## config.mk

```make
export PLATFORM = sky130hd
export DESIGN_NAME = rat_ctrl_sequencer_flat
export DESIGN_NICKNAME = d
export VERILOG_FILES = /design/src/rtl/rat_ctrl_pkg.sv /design/src/rtl/rat_ctrl_sequencer_if.sv /design/src/rtl/rat_ctrl_decoder.sv /design/src/rtl/rat_ctrl_sequencer.sv /design/src/flat_wrapper.sv
export SDC_FILE = /design/constraint.sdc
export NUM_CORES = 1
export LEC_CHECK = 0
export ABC_CLOCK_PERIOD_IN_PS = 3600
export CAP_MARGIN = 20
export CORE_MARGIN = 3
export CORE_UTILIZATION = 44
export DETAILED_ROUTE_END_ITERATION = 10
export HOLD_SLACK_MARGIN = 0.03
export MAX_ROUTING_LAYER = met4
export PLACE_DENSITY = 0.84
export RECOVER_POWER = 25
export SETUP_SLACK_MARGIN = 0.05
export SYNTH_ARGS = -nofsm -noshare
export SYNTH_HDL_FRONTEND = slang
export SYNTH_HIERARCHICAL = 1
export SYNTH_SLANG_ARGS = --single-unit
```

## constraint.sdc

```tcl
create_clock -name CLK -period 3.6 [get_ports CLK]
set_input_delay 1.08 -clock CLK [delete_from_list [all_inputs] [get_ports CLK]]
set_output_delay 1.08 -clock CLK [all_outputs]
set_load 0.05 [all_outputs]
```

## src/rtl/rat_ctrl_pkg.sv

```systemverilog
// Shared types and encodings for the RAT MCU control sequencer.
// Optional interrupt support is selected with the RAT_INT_EN macro.
package rat_ctrl_pkg;

  localparam int unsigned ALU_SEL_WIDTH = 4;
  localparam int unsigned OPCODE_W      = 7;
  localparam int unsigned OPCODE_HI_W   = 5;

  typedef logic [ALU_SEL_WIDTH-1:0] alu_sel_t;
  typedef logic [OPCODE_W-1:0]      opcode_t;
  typedef logic [OPCODE_HI_W-1:0]   opcode_hi_t;

  // Sequencer states; ST_INTR only exists when interrupts are built in
  typedef enum logic [1:0] {
    ST_INIT  = 2'd0,
    ST_FETCH = 2'd1,
    ST_EXEC  = 2'd2
`ifdef RAT_INT_EN
    ,
    ST_INTR  = 2'd3
`endif
  } state_t;

  // Register/register, branch and stack opcodes {OPCODE_HI_5, OPCODE_LO_2}
  localparam opcode_t OP_AND   = 7'b0000000;
  localparam opcode_t OP_OR    = 7'b0000001;
  localparam opcode_t OP_EXOR  = 7'b0000010;
  localparam opcode_t OP_TEST  = 7'b0000011;
  localparam opcode_t OP_ADD   = 7'b0000100;
  localparam opcode_t OP_ADDC  = 7'b0000101;
  localparam opcode_t OP_SUB   = 7'b0000110;
  localparam opcode_t OP_SUBC  = 7'b0000111;
  localparam opcode_t OP_CMP   = 7'b0001000;
  localparam opcode_t OP_MOV   = 7'b0001001;
  localparam opcode_t OP_LD    = 7'b0001010;
  localparam opcode_t OP_ST    = 7'b0001011;
  localparam opcode_t OP_BRN   = 7'b0010000;
  localparam opcode_t OP_CALL  = 7'b0010001;
  localparam opcode_t OP_BREQ  = 7'b0010010;
  localparam opcode_t OP_BRNE  = 7'b0010011;
  localparam opcode_t OP_BRCS  = 7'b0010100;
  localparam opcode_t OP_BRCC  = 7'b0010101;
  localparam opcode_t OP_LSL   = 7'b0100000;
  localparam opcode_t OP_LSR   = 7'b0100001;
  localparam opcode_t OP_ROL   = 7'b0100010;
  localparam opcode_t OP_ROR   = 7'b0100011;
  localparam opcode_t OP_ASR   = 7'b0100100;
  localparam opcode_t OP_PUSH  = 7'b0100101;
  localparam opcode_t OP_POP   = 7'b0100110;
  localparam opcode_t OP_RET   = 7'b0110010;
  localparam opcode_t OP_SEI   = 7'b0110100;
  localparam opcode_t OP_CLI   = 7'b0110101;
  localparam opcode_t OP_RETIE = 7'b0110111;

  // Immediate forms are identified by OPCODE_HI_5 alone
  localparam opcode_hi_t OPH_ANDI  = 5'b10000;
  localparam opcode_hi_t OPH_ORI   = 5'b10001;
  localparam opcode_hi_t OPH_EXORI = 5'b10010;
  localparam opcode_hi_t OPH_TESTI = 5'b10011;
  localparam opcode_hi_t OPH_ADDI  = 5'b10100;
  localparam opcode_hi_t OPH_ADDCI = 5'b10101;
  localparam opcode_hi_t OPH_SUBI  = 5'b10110;
  localparam opcode_hi_t OPH_SUBCI = 5'b10111;
  localparam opcode_hi_t OPH_CMPI  = 5'b11000;
  localparam opcode_hi_t OPH_IN    = 5'b11001;
  localparam opcode_hi_t OPH_OUT   = 5'b11010;
  localparam opcode_hi_t OPH_MOVI  = 5'b11011;
  localparam opcode_hi_t OPH_LDI   = 5'b11100;
  localparam opcode_hi_t OPH_STI   = 5'b11101;

  // PC mux selects
  localparam logic [1:0] PC_SEL_IMM   = 2'd0;
  localparam logic [1:0] PC_SEL_STACK = 2'd1;
  localparam logic [1:0] PC_SEL_VEC   = 2'd2;

  // Register-file write-data selects
  localparam logic [1:0] RF_SEL_ALU = 2'd0;
  localparam logic [1:0] RF_SEL_SCR = 2'd1;
  localparam logic [1:0] RF_SEL_B   = 2'd2;
  localparam logic [1:0] RF_SEL_IN  = 2'd3;

  // Scratch RAM address selects
  localparam logic [1:0] SCR_SEL_DY   = 2'd0;
  localparam logic [1:0] SCR_SEL_IMM  = 2'd1;
  localparam logic [1:0] SCR_SEL_SP   = 2'd2;
  localparam logic [1:0] SCR_SEL_SPM1 = 2'd3;

  // ALU function codes
  localparam alu_sel_t ALU_ADD  = ALU_SEL_WIDTH'(0);
  localparam alu_sel_t ALU_ADDC = ALU_SEL_WIDTH'(1);
  localparam alu_sel_t ALU_SUB  = ALU_SEL_WIDTH'(2);
  localparam alu_sel_t ALU_SUBC = ALU_SEL_WIDTH'(3);
  localparam alu_sel_t ALU_CMP  = ALU_SEL_WIDTH'(4);
  localparam alu_sel_t ALU_AND  = ALU_SEL_WIDTH'(5);
  localparam alu_sel_t ALU_OR   = ALU_SEL_WIDTH'(6);
  localparam alu_sel_t ALU_EXOR = ALU_SEL_WIDTH'(7);
  localparam alu_sel_t ALU_TEST = ALU_SEL_WIDTH'(8);
  localparam alu_sel_t ALU_LSL  = ALU_SEL_WIDTH'(9);
  localparam alu_sel_t ALU_LSR  = ALU_SEL_WIDTH'(10);
  localparam alu_sel_t ALU_ROL  = ALU_SEL_WIDTH'(11);
  localparam alu_sel_t ALU_ROR  = ALU_SEL_WIDTH'(12);
  localparam alu_sel_t ALU_ASR  = ALU_SEL_WIDTH'(13);

  // Full set of datapath controls produced each cycle
  typedef struct packed {
    logic       pc_ld;
    logic       pc_inc;
    logic [1:0] pc_mux_sel;
    logic       rf_wr;
    logic [1:0] rf_wr_sel;
    logic       alu_opy_sel;
    alu_sel_t   alu_sel;
    logic       scr_we;
    logic [1:0] scr_addr_sel;
    logic       sp_incr;
    logic       sp_decr;
    logic       flg_c_ld;
    logic       flg_z_ld;
    logic       flg_ld_sel;
    logic       flg_shad_ld;
    logic       i_set;
    logic       i_clr;
    logic       io_strb;
    logic       rst_out;
  } ctrl_t;

  // ALU instruction: result to reg file unless compare-only, C and Z always loaded
  function automatic ctrl_t alu_ctrl(input alu_sel_t sel, input logic imm, input logic wr);
    ctrl_t c;
    c             = '0;
    c.rf_wr       = wr;
    c.rf_wr_sel   = RF_SEL_ALU;
    c.alu_opy_sel = imm;
    c.alu_sel     = sel;
    c.flg_c_ld    = 1'b1;
    c.flg_z_ld    = 1'b1;
    return c;
  endfunction

endpackage

```

## src/rtl/rat_ctrl_sequencer_if.sv

```systemverilog
// Instruction/flag inputs and datapath control outputs of the RAT sequencer.
interface rat_ctrl_sequencer_if #(
  parameter int unsigned ALU_SEL_W = 4
);
  logic [4:0]           OPCODE_HI_5;
  logic [1:0]           OPCODE_LO_2;
  logic                 C_FLAG;
  logic                 Z_FLAG;
  logic                 INT;
  logic                 I_FLAG;
  logic                 PC_LD;
  logic                 PC_INC;
  logic [1:0]           PC_MUX_SEL;
  logic                 RF_WR;
  logic [1:0]           RF_WR_SEL;
  logic                 ALU_OPY_SEL;
  logic [ALU_SEL_W-1:0] ALU_SEL;
  logic                 SCR_WE;
  logic [1:0]           SCR_ADDR_SEL;
  logic                 SP_INCR;
  logic                 SP_DECR;
  logic                 FLG_C_LD;
  logic                 FLG_Z_LD;
  logic                 FLG_LD_SEL;
  logic                 FLG_SHAD_LD;
  logic                 I_SET;
  logic                 I_CLR;
  logic                 IO_STRB;
  logic                 RST_OUT;

  // Sequencer side
  modport master (
    input  OPCODE_HI_5, OPCODE_LO_2, C_FLAG, Z_FLAG, INT, I_FLAG,
    output PC_LD, PC_INC, PC_MUX_SEL, RF_WR, RF_WR_SEL, ALU_OPY_SEL, ALU_SEL,
           SCR_WE, SCR_ADDR_SEL, SP_INCR, SP_DECR, FLG_C_LD, FLG_Z_LD,
           FLG_LD_SEL, FLG_SHAD_LD, I_SET, I_CLR, IO_STRB, RST_OUT
  );

  // Datapath side
  modport slave (
    output OPCODE_HI_5, OPCODE_LO_2, C_FLAG, Z_FLAG, INT, I_FLAG,
    input  PC_LD, PC_INC, PC_MUX_SEL, RF_WR, RF_WR_SEL, ALU_OPY_SEL, ALU_SEL,
           SCR_WE, SCR_ADDR_SEL, SP_INCR, SP_DECR, FLG_C_LD, FLG_Z_LD,
           FLG_LD_SEL, FLG_SHAD_LD, I_SET, I_CLR, IO_STRB, RST_OUT
  );
endinterface

```

## src/rtl/rat_ctrl_decoder.sv

```systemverilog
// Pure combinational EXEC-cycle instruction decode for the RAT MCU.
// With RAT_INT_EN undefined RETIE behaves as RET and SEI/CLI are undefined.
module rat_ctrl_decoder
  import rat_ctrl_pkg::*;
(
  input  opcode_t opcode,
  input  logic    c_flag,
  input  logic    z_flag,
  output ctrl_t   ctrl
);

  // Opcode to control-word decode; anything unlisted leaves every strobe low
  always_comb begin
    ctrl = '0;
    if (opcode[6]) begin
      case (opcode[6:2])
        OPH_ANDI:  ctrl = alu_ctrl(ALU_AND,  1'b1, 1'b1);
        OPH_ORI:   ctrl = alu_ctrl(ALU_OR,   1'b1, 1'b1);
        OPH_EXORI: ctrl = alu_ctrl(ALU_EXOR, 1'b1, 1'b1);
        OPH_TESTI: ctrl = alu_ctrl(ALU_TEST, 1'b1, 1'b0);
        OPH_ADDI:  ctrl = alu_ctrl(ALU_ADD,  1'b1, 1'b1);
        OPH_ADDCI: ctrl = alu_ctrl(ALU_ADDC, 1'b1, 1'b1);
        OPH_SUBI:  ctrl = alu_ctrl(ALU_SUB,  1'b1, 1'b1);
        OPH_SUBCI: ctrl = alu_ctrl(ALU_SUBC, 1'b1, 1'b1);
        OPH_CMPI:  ctrl = alu_ctrl(ALU_CMP,  1'b1, 1'b0);
        OPH_IN: begin
          ctrl.rf_wr     = 1'b1;
          ctrl.rf_wr_sel = RF_SEL_IN;
        end
        OPH_OUT:   ctrl.io_strb = 1'b1;
        OPH_MOVI: begin
          ctrl.rf_wr       = 1'b1;
          ctrl.rf_wr_sel   = RF_SEL_B;
          ctrl.alu_opy_sel = 1'b1;
        end
        OPH_LDI: begin
          ctrl.rf_wr        = 1'b1;
          ctrl.rf_wr_sel    = RF_SEL_SCR;
          ctrl.scr_addr_sel = SCR_SEL_IMM;
        end
        OPH_STI: begin
          ctrl.scr_we       = 1'b1;
          ctrl.scr_addr_sel = SCR_SEL_IMM;
        end
        default: ;
      endcase
    end else begin
      case (opcode)
        OP_AND:  ctrl = alu_ctrl(ALU_AND,  1'b0, 1'b1);
        OP_OR:   ctrl = alu_ctrl(ALU_OR,   1'b0, 1'b1);
        OP_EXOR: ctrl = alu_ctrl(ALU_EXOR, 1'b0, 1'b1);
        OP_TEST: ctrl = alu_ctrl(ALU_TEST, 1'b0, 1'b0);
        OP_ADD:  ctrl = alu_ctrl(ALU_ADD,  1'b0, 1'b1);
        OP_ADDC: ctrl = alu_ctrl(ALU_ADDC, 1'b0, 1'b1);
        OP_SUB:  ctrl = alu_ctrl(ALU_SUB,  1'b0, 1'b1);
        OP_SUBC: ctrl = alu_ctrl(ALU_SUBC, 1'b0, 1'b1);
        OP_CMP:  ctrl = alu_ctrl(ALU_CMP,  1'b0, 1'b0);
        OP_LSL:  ctrl = alu_ctrl(ALU_LSL,  1'b0, 1'b1);
        OP_LSR:  ctrl = alu_ctrl(ALU_LSR,  1'b0, 1'b1);
        OP_ROL:  ctrl = alu_ctrl(ALU_ROL,  1'b0, 1'b1);
        OP_ROR:  ctrl = alu_ctrl(ALU_ROR,  1'b0, 1'b1);
        OP_ASR:  ctrl = alu_ctrl(ALU_ASR,  1'b0, 1'b1);
        OP_MOV: begin
          ctrl.rf_wr     = 1'b1;
          ctrl.rf_wr_sel = RF_SEL_B;
        end
        OP_LD: begin
          ctrl.rf_wr        = 1'b1;
          ctrl.rf_wr_sel    = RF_SEL_SCR;
          ctrl.scr_addr_sel = SCR_SEL_DY;
        end
        OP_ST: begin
          ctrl.scr_we       = 1'b1;
          ctrl.scr_addr_sel = SCR_SEL_DY;
        end
        OP_BRN:  ctrl.pc_ld = 1'b1;
        OP_BREQ: ctrl.pc_ld = z_flag;
        OP_BRNE: ctrl.pc_ld = ~z_flag;
        OP_BRCS: ctrl.pc_ld = c_flag;
        OP_BRCC: ctrl.pc_ld = ~c_flag;
        OP_CALL: begin
          ctrl.pc_ld        = 1'b1;
          ctrl.pc_mux_sel   = PC_SEL_IMM;
          ctrl.scr_we       = 1'b1;
          ctrl.scr_addr_sel = SCR_SEL_SPM1;
          ctrl.sp_decr      = 1'b1;
        end
        OP_RET: begin
          ctrl.pc_ld        = 1'b1;
          ctrl.pc_mux_sel   = PC_SEL_STACK;
          ctrl.scr_addr_sel = SCR_SEL_SP;
          ctrl.sp_incr      = 1'b1;
        end
        OP_RETIE: begin
          ctrl.pc_ld        = 1'b1;
          ctrl.pc_mux_sel   = PC_SEL_STACK;
          ctrl.scr_addr_sel = SCR_SEL_SP;
          ctrl.sp_incr      = 1'b1;
`ifdef RAT_INT_EN
          ctrl.flg_ld_sel   = 1'b1;
          ctrl.flg_c_ld     = 1'b1;
          ctrl.flg_z_ld     = 1'b1;
          ctrl.i_set        = 1'b1;
`endif
        end
        OP_PUSH: begin
          ctrl.scr_we       = 1'b1;
          ctrl.scr_addr_sel = SCR_SEL_SPM1;
          ctrl.sp_decr      = 1'b1;
        end
        OP_POP: begin
          ctrl.rf_wr        = 1'b1;
          ctrl.rf_wr_sel    = RF_SEL_SCR;
          ctrl.scr_addr_sel = SCR_SEL_SP;
          ctrl.sp_incr      = 1'b1;
        end
`ifdef RAT_INT_EN
        OP_SEI:  ctrl.i_set = 1'b1;
        OP_CLI:  ctrl.i_clr = 1'b1;
`endif
        default: ;
      endcase
    end
  end

endmodule

```

## src/rtl/rat_ctrl_sequencer.sv

```systemverilog
// RAT MCU multi-cycle control FSM: INIT -> FETCH -> EXEC (-> INTR).
// Interrupt state and strobes are built only when RAT_INT_EN is defined.
// Outputs are combinational from state, opcode and flags; only the state is registered.
module rat_ctrl_sequencer
  import rat_ctrl_pkg::*;
#(
  parameter int unsigned ALU_SEL_W = ALU_SEL_WIDTH
) (
  input  logic                    CLK,
  input  logic                    RST,
  rat_ctrl_sequencer_if.master    bus
);

  state_t state;
  state_t state_next;
  ctrl_t  dec_ctrl;
  ctrl_t  ctrl;

  rat_ctrl_decoder u_decoder (
    .opcode (opcode_t'({bus.OPCODE_HI_5, bus.OPCODE_LO_2})),
    .c_flag (bus.C_FLAG),
    .z_flag (bus.Z_FLAG),
    .ctrl   (dec_ctrl)
  );

`ifndef RAT_INT_EN
  logic unused_irq;
  assign unused_irq = bus.INT ^ bus.I_FLAG;
`endif

  // State register with synchronous reset
  always_ff @(posedge CLK) begin
    if (RST) state <= ST_INIT;
    else     state <= state_next;
  end

  // Next state and control word; reset overrides whatever state we are in
  always_comb begin
    ctrl       = '0;
    state_next = state;
    if (RST) begin
      ctrl.rst_out = 1'b1;
      state_next   = ST_INIT;
    end else begin
      case (state)
        ST_INIT: begin
          ctrl.rst_out = 1'b1;
          state_next   = ST_FETCH;
        end
        ST_FETCH: begin
          ctrl.pc_inc = 1'b1;
          state_next  = ST_EXEC;
        end
        ST_EXEC: begin
          ctrl       = dec_ctrl;
          state_next = ST_FETCH;
`ifdef RAT_INT_EN
          if (bus.INT && bus.I_FLAG) state_next = ST_INTR;
`endif
        end
`ifdef RAT_INT_EN
        ST_INTR: begin
          ctrl.pc_ld        = 1'b1;
          ctrl.pc_mux_sel   = PC_SEL_VEC;
          ctrl.scr_we       = 1'b1;
          ctrl.scr_addr_sel = SCR_SEL_SPM1;
          ctrl.sp_decr      = 1'b1;
          ctrl.flg_shad_ld  = 1'b1;
          ctrl.i_clr        = 1'b1;
          state_next        = ST_FETCH;
        end
`endif
        default: state_next = ST_INIT;
      endcase
    end
  end

  assign bus.PC_LD        = ctrl.pc_ld;
  assign bus.PC_INC       = ctrl.pc_inc;
  assign bus.PC_MUX_SEL   = ctrl.pc_mux_sel;
  assign bus.RF_WR        = ctrl.rf_wr;
  assign bus.RF_WR_SEL    = ctrl.rf_wr_sel;
  assign bus.ALU_OPY_SEL  = ctrl.alu_opy_sel;
  assign bus.ALU_SEL      = ALU_SEL_W'(ctrl.alu_sel);
  assign bus.SCR_WE       = ctrl.scr_we;
  assign bus.SCR_ADDR_SEL = ctrl.scr_addr_sel;
  assign bus.SP_INCR      = ctrl.sp_incr;
  assign bus.SP_DECR      = ctrl.sp_decr;
  assign bus.FLG_C_LD     = ctrl.flg_c_ld;
  assign bus.FLG_Z_LD     = ctrl.flg_z_ld;
  assign bus.FLG_LD_SEL   = ctrl.flg_ld_sel;
  assign bus.FLG_SHAD_LD  = ctrl.flg_shad_ld;
  assign bus.I_SET        = ctrl.i_set;
  assign bus.I_CLR        = ctrl.i_clr;
  assign bus.IO_STRB      = ctrl.io_strb;
  assign bus.RST_OUT      = ctrl.rst_out;

endmodule

```

## src/flat_wrapper.sv

```systemverilog
// flat-port wrapper written by rule: the top's interface ports become plain ports
module rat_ctrl_sequencer_flat import rat_ctrl_pkg::*;
#(
  parameter int unsigned ALU_SEL_W = ALU_SEL_WIDTH
)
  (CLK, RST, bus_OPCODE_HI_5, bus_OPCODE_LO_2, bus_C_FLAG, bus_Z_FLAG, bus_INT, bus_I_FLAG, bus_PC_LD, bus_PC_INC, bus_PC_MUX_SEL, bus_RF_WR, bus_RF_WR_SEL, bus_ALU_OPY_SEL, bus_ALU_SEL, bus_SCR_WE, bus_SCR_ADDR_SEL, bus_SP_INCR, bus_SP_DECR, bus_FLG_C_LD, bus_FLG_Z_LD, bus_FLG_LD_SEL, bus_FLG_SHAD_LD, bus_I_SET, bus_I_CLR, bus_IO_STRB, bus_RST_OUT);
  rat_ctrl_sequencer_if #(.ALU_SEL_W(ALU_SEL_W)) bus_i ();
  input  logic CLK;
  input  logic RST;
  input wire logic [$bits(bus_i.OPCODE_HI_5)-1:0] bus_OPCODE_HI_5;
  input wire logic [$bits(bus_i.OPCODE_LO_2)-1:0] bus_OPCODE_LO_2;
  input wire logic [$bits(bus_i.C_FLAG)-1:0] bus_C_FLAG;
  input wire logic [$bits(bus_i.Z_FLAG)-1:0] bus_Z_FLAG;
  input wire logic [$bits(bus_i.INT)-1:0] bus_INT;
  input wire logic [$bits(bus_i.I_FLAG)-1:0] bus_I_FLAG;
  output wire logic [$bits(bus_i.PC_LD)-1:0] bus_PC_LD;
  output wire logic [$bits(bus_i.PC_INC)-1:0] bus_PC_INC;
  output wire logic [$bits(bus_i.PC_MUX_SEL)-1:0] bus_PC_MUX_SEL;
  output wire logic [$bits(bus_i.RF_WR)-1:0] bus_RF_WR;
  output wire logic [$bits(bus_i.RF_WR_SEL)-1:0] bus_RF_WR_SEL;
  output wire logic [$bits(bus_i.ALU_OPY_SEL)-1:0] bus_ALU_OPY_SEL;
  output wire logic [$bits(bus_i.ALU_SEL)-1:0] bus_ALU_SEL;
  output wire logic [$bits(bus_i.SCR_WE)-1:0] bus_SCR_WE;
  output wire logic [$bits(bus_i.SCR_ADDR_SEL)-1:0] bus_SCR_ADDR_SEL;
  output wire logic [$bits(bus_i.SP_INCR)-1:0] bus_SP_INCR;
  output wire logic [$bits(bus_i.SP_DECR)-1:0] bus_SP_DECR;
  output wire logic [$bits(bus_i.FLG_C_LD)-1:0] bus_FLG_C_LD;
  output wire logic [$bits(bus_i.FLG_Z_LD)-1:0] bus_FLG_Z_LD;
  output wire logic [$bits(bus_i.FLG_LD_SEL)-1:0] bus_FLG_LD_SEL;
  output wire logic [$bits(bus_i.FLG_SHAD_LD)-1:0] bus_FLG_SHAD_LD;
  output wire logic [$bits(bus_i.I_SET)-1:0] bus_I_SET;
  output wire logic [$bits(bus_i.I_CLR)-1:0] bus_I_CLR;
  output wire logic [$bits(bus_i.IO_STRB)-1:0] bus_IO_STRB;
  output wire logic [$bits(bus_i.RST_OUT)-1:0] bus_RST_OUT;
  assign bus_i.OPCODE_HI_5 = bus_OPCODE_HI_5;
  assign bus_i.OPCODE_LO_2 = bus_OPCODE_LO_2;
  assign bus_i.C_FLAG = bus_C_FLAG;
  assign bus_i.Z_FLAG = bus_Z_FLAG;
  assign bus_i.INT = bus_INT;
  assign bus_i.I_FLAG = bus_I_FLAG;
  assign bus_PC_LD = bus_i.PC_LD;
  assign bus_PC_INC = bus_i.PC_INC;
  assign bus_PC_MUX_SEL = bus_i.PC_MUX_SEL;
  assign bus_RF_WR = bus_i.RF_WR;
  assign bus_RF_WR_SEL = bus_i.RF_WR_SEL;
  assign bus_ALU_OPY_SEL = bus_i.ALU_OPY_SEL;
  assign bus_ALU_SEL = bus_i.ALU_SEL;
  assign bus_SCR_WE = bus_i.SCR_WE;
  assign bus_SCR_ADDR_SEL = bus_i.SCR_ADDR_SEL;
  assign bus_SP_INCR = bus_i.SP_INCR;
  assign bus_SP_DECR = bus_i.SP_DECR;
  assign bus_FLG_C_LD = bus_i.FLG_C_LD;
  assign bus_FLG_Z_LD = bus_i.FLG_Z_LD;
  assign bus_FLG_LD_SEL = bus_i.FLG_LD_SEL;
  assign bus_FLG_SHAD_LD = bus_i.FLG_SHAD_LD;
  assign bus_I_SET = bus_i.I_SET;
  assign bus_I_CLR = bus_i.I_CLR;
  assign bus_IO_STRB = bus_i.IO_STRB;
  assign bus_RST_OUT = bus_i.RST_OUT;
  rat_ctrl_sequencer #(.ALU_SEL_W(ALU_SEL_W)) u_core (.CLK(CLK), .RST(RST), .bus(bus_i));
endmodule
```

==> results.md <==
- Share of cells above drive strength 1: 48.8%
- Multi-input gate area: 907 µm²
- Top_reg_cell synth: dfxtp_1
- Hold wc startpoint: u_core/state[0]
- Outcome: completed
- FILL cells: 103
- DIE WIDTH: 53.7 µm
- Die Area: 2880 µm²
- Critical Path Sink Type: primary output
- Setup CP Type: in -> out
- Mapped Area: 1000 µm²
- Hpwl dp: 2450 µm
- Arrival @ worst endpoint: 2.43 ns
- Crit-path max FO: 8
- Mapped Avg Cell Area: 6.76 µm²
- Critical Path RT: 2.52 ns
- Startpoint types: input port
- Setup TNS: 0 ns
- Iter 0 DRT Violations: 60
- TritonCTS clock tree: yes
- Longest Clk Path Bufs: 2
- Initial antenna violation count: 0
- Final WL: 3930 µm
- Max-cap viol count: 0
- Vias in the first global route: 1319
- Async SR Flop Fraction: 0%
- Syn-to-layout area delta: 75.5%
- Starting Density: 48.5%
- Via count: 1368
- Crit path from: bus_OPCODE_HI_5[0]
- Root Buffer: clkbuf_4
- Sequential share of the synthesized area: 4.00%
- Sw power: 0.115 mW
- Residual DRC: 0
- Largest net degree at the start of global routing: 24
- Gate power share: 68.0%
- Post-Syn Instances: 148
- IO Pins: 38
- First-pass GRT wire length: 6310 µm
- VDD IR max: 110 µV
- Largest register FFs: 2
- P_leak: 0.780 nW
- H-tree Lvls: 1
- Vias/cell: 6.00
- Worst flop-to-flop path startpoint: u_core/state[0]
- Final #Nets: 220
- Final min period: 3.51 ns
- Clk_lat worst skew: 0.24 ns
- Sequential share of power: 10.3%
- Fin crit share: 97.4%
- Distinct cells, synth: 53
- Number of flops mapped to enable cells by yosys: 0
- Gpl congestion: 0.997
- Slew Viols, Final: 0
- Post-DRT Antenna Nets: 0
- Largest registers: u_core/state: 2 flops
- Tot Pwr: 0.253 mW
- TritonCTS Buffers: 3
- Setup violations, final: 0
- Synth Warn #: 6
- Layout Skew: 0.00128 ns
- Clock transition at path regs: 0.04 ns
- Drt wl/cell: 17.2 µm
- Sw Ratio: 45.3%
- Die height: 53.7 µm
- PD cells: 144 nW/µm²
- Fmax: 285 MHz
- Place WS: -0.254 ns
- Yosys reg bits: 2
- Final WS setup: 0.0937 ns
- RSZ-0062 raised after global routing: yes
- Worst Hold Class: reg -> reg
- I/O Buffers: 30
- Ant diodes: 0
- Clk sinks: 2
- Worst-Margin Slew: 0.612 ns
- Reg with most FFs: u_core/state
- Drt first pass iters: 5
- Internal Pwr Total: 0.139 mW
- Global route overflow: 0
- Register area: 40.0 µm²
- Total GRT Usage: 30.4%
- Fin. Hold Viols: 0
- Slew headroom: 59.4%
- Row cnt: 16
- Clock Power Share: 21.8%
- Floorplan Core Area: 2060 µm²
## power groups by stage
stage,sequential (mW),clock (mW),combinational [mW]
after floorplan,0.0260,0,0.0960
after global placement,0.0262,0,0.146
after detailed placement,0.0264,0,0.152
after CTS,0.0260,0.0576,0.164
after global routing,0.0262,0.0598,0.185
final,0.0260,0.0552,0.172
## placed cells by master, fill, tap and decap left out, types with 4 or more instances in the layout
cell type and n:
clkbuf_2 7, conb_1 7, nor2_1 10, o21ai_0 5, o21ai_1 4, ha_1 4, and2_1 12, buf_6 7
a21oi_1 7, nand3_1 4, buf_12 18, and2_2 10, buf_4 29, nand2_1 5, inv_1 5
## path summary, 6_finish.rpt
kind         cells past startpoint               to  slack [ns]
min reg2reg                      2  u_core/state[1]        0.64
max                              8        bus_RF_WR        0.09
max reg2reg                      4  u_core/state[0]        2.67
min                              2  u_core/state[1]        0.64
## critical path, cell delays in order
cell and delay (ns):
clkbuf_2 0.12, buf_6 0.16, and2_1 0.17, a21o_1 0.18, a221oi_2 0.29, o21a_1 0.14, and2_2 0.15, buf_12 0.13
## synth_stat cells, types with 3 or more instances
master	number	area share [%]
nor2b_1	4	2.5
ha_1	4	5.0
and2_2	12	9.0
buf_4	8	6.0
a21oi_1	7	3.5
xnor2_1	3	2.6
buf_6	3	3.4
clkbuf_1	3	1.1
nor2_1	13	4.9
o21ai_1	3	1.5
inv_1	5	1.9
nand3_1	4	2.0
nand2b_1	4	2.5
and3_1	3	1.9
nand2_1	5	1.9
buf_2	7	3.5
o21ai_0	6	3.0
and2_1	13	8.1
## cells by family after synthesis
group | count (synthesis) | synth area share [%]
AND/OR/NAND/NOR | 67 | 40.7
AO/OA/AOI/OAI | 42 | 29.8
adder cells (fa/ha/maj) | 4 | 5.00
XOR/XNOR | 4 | 3.50
buffers and inverters | 28 | 16.6
flip-flops | 2 | 4.00
other | 1 | 0.375
## final cells by class
type | count | share of cell area (%)
multi-input cells | 124 | 51.6
repair buffers | 66 | 41.6
flip-flops and latches | 2 | 2.28
well taps | 27 | 1.92
clock buffers | 3 | 1.28
inverters | 6 | 1.28
## through the flow
| stage | hold WS (ns) | instances | util [%] | area [µm²] |
|---|---|---|---|---|
| 6_report | 0.636 | 228 | 85.2 | 1760 |
| 3_5_place_dp | 0.629 | 222 | 80.0 | 1650 |
| 5_1_grt | 0.678 | 228 | 85.2 | 1760 |
| 2_1_floorplan | 0.597 | 154 | - | 1020 |
| 4_1_cts | 0.642 | 228 | 86.3 | 1780 |
| 3_3_place_gp | 0.619 | 222 | 80.0 | 1650 |
## repair_timing
item | CTS | global route
setup endpoints to repair | 18 | 13
buffers inserted | 2 | 0
endpoints found under the hold margin | 0 | 0
cloned | 1 | 0
pin swaps | 6 | 3
resized for setup | 35 | 18
hold buffers | 0 | 0
## metal layers
layer | track usage [%] | part of all wire, %
met1 | 34.4 | 36
met2 | 55.2 | 52
met3 | 1.66 | 8.6
met4 | 11.9 | 3.7
met5 | - | 0
(Power assumes the default switching activity.)
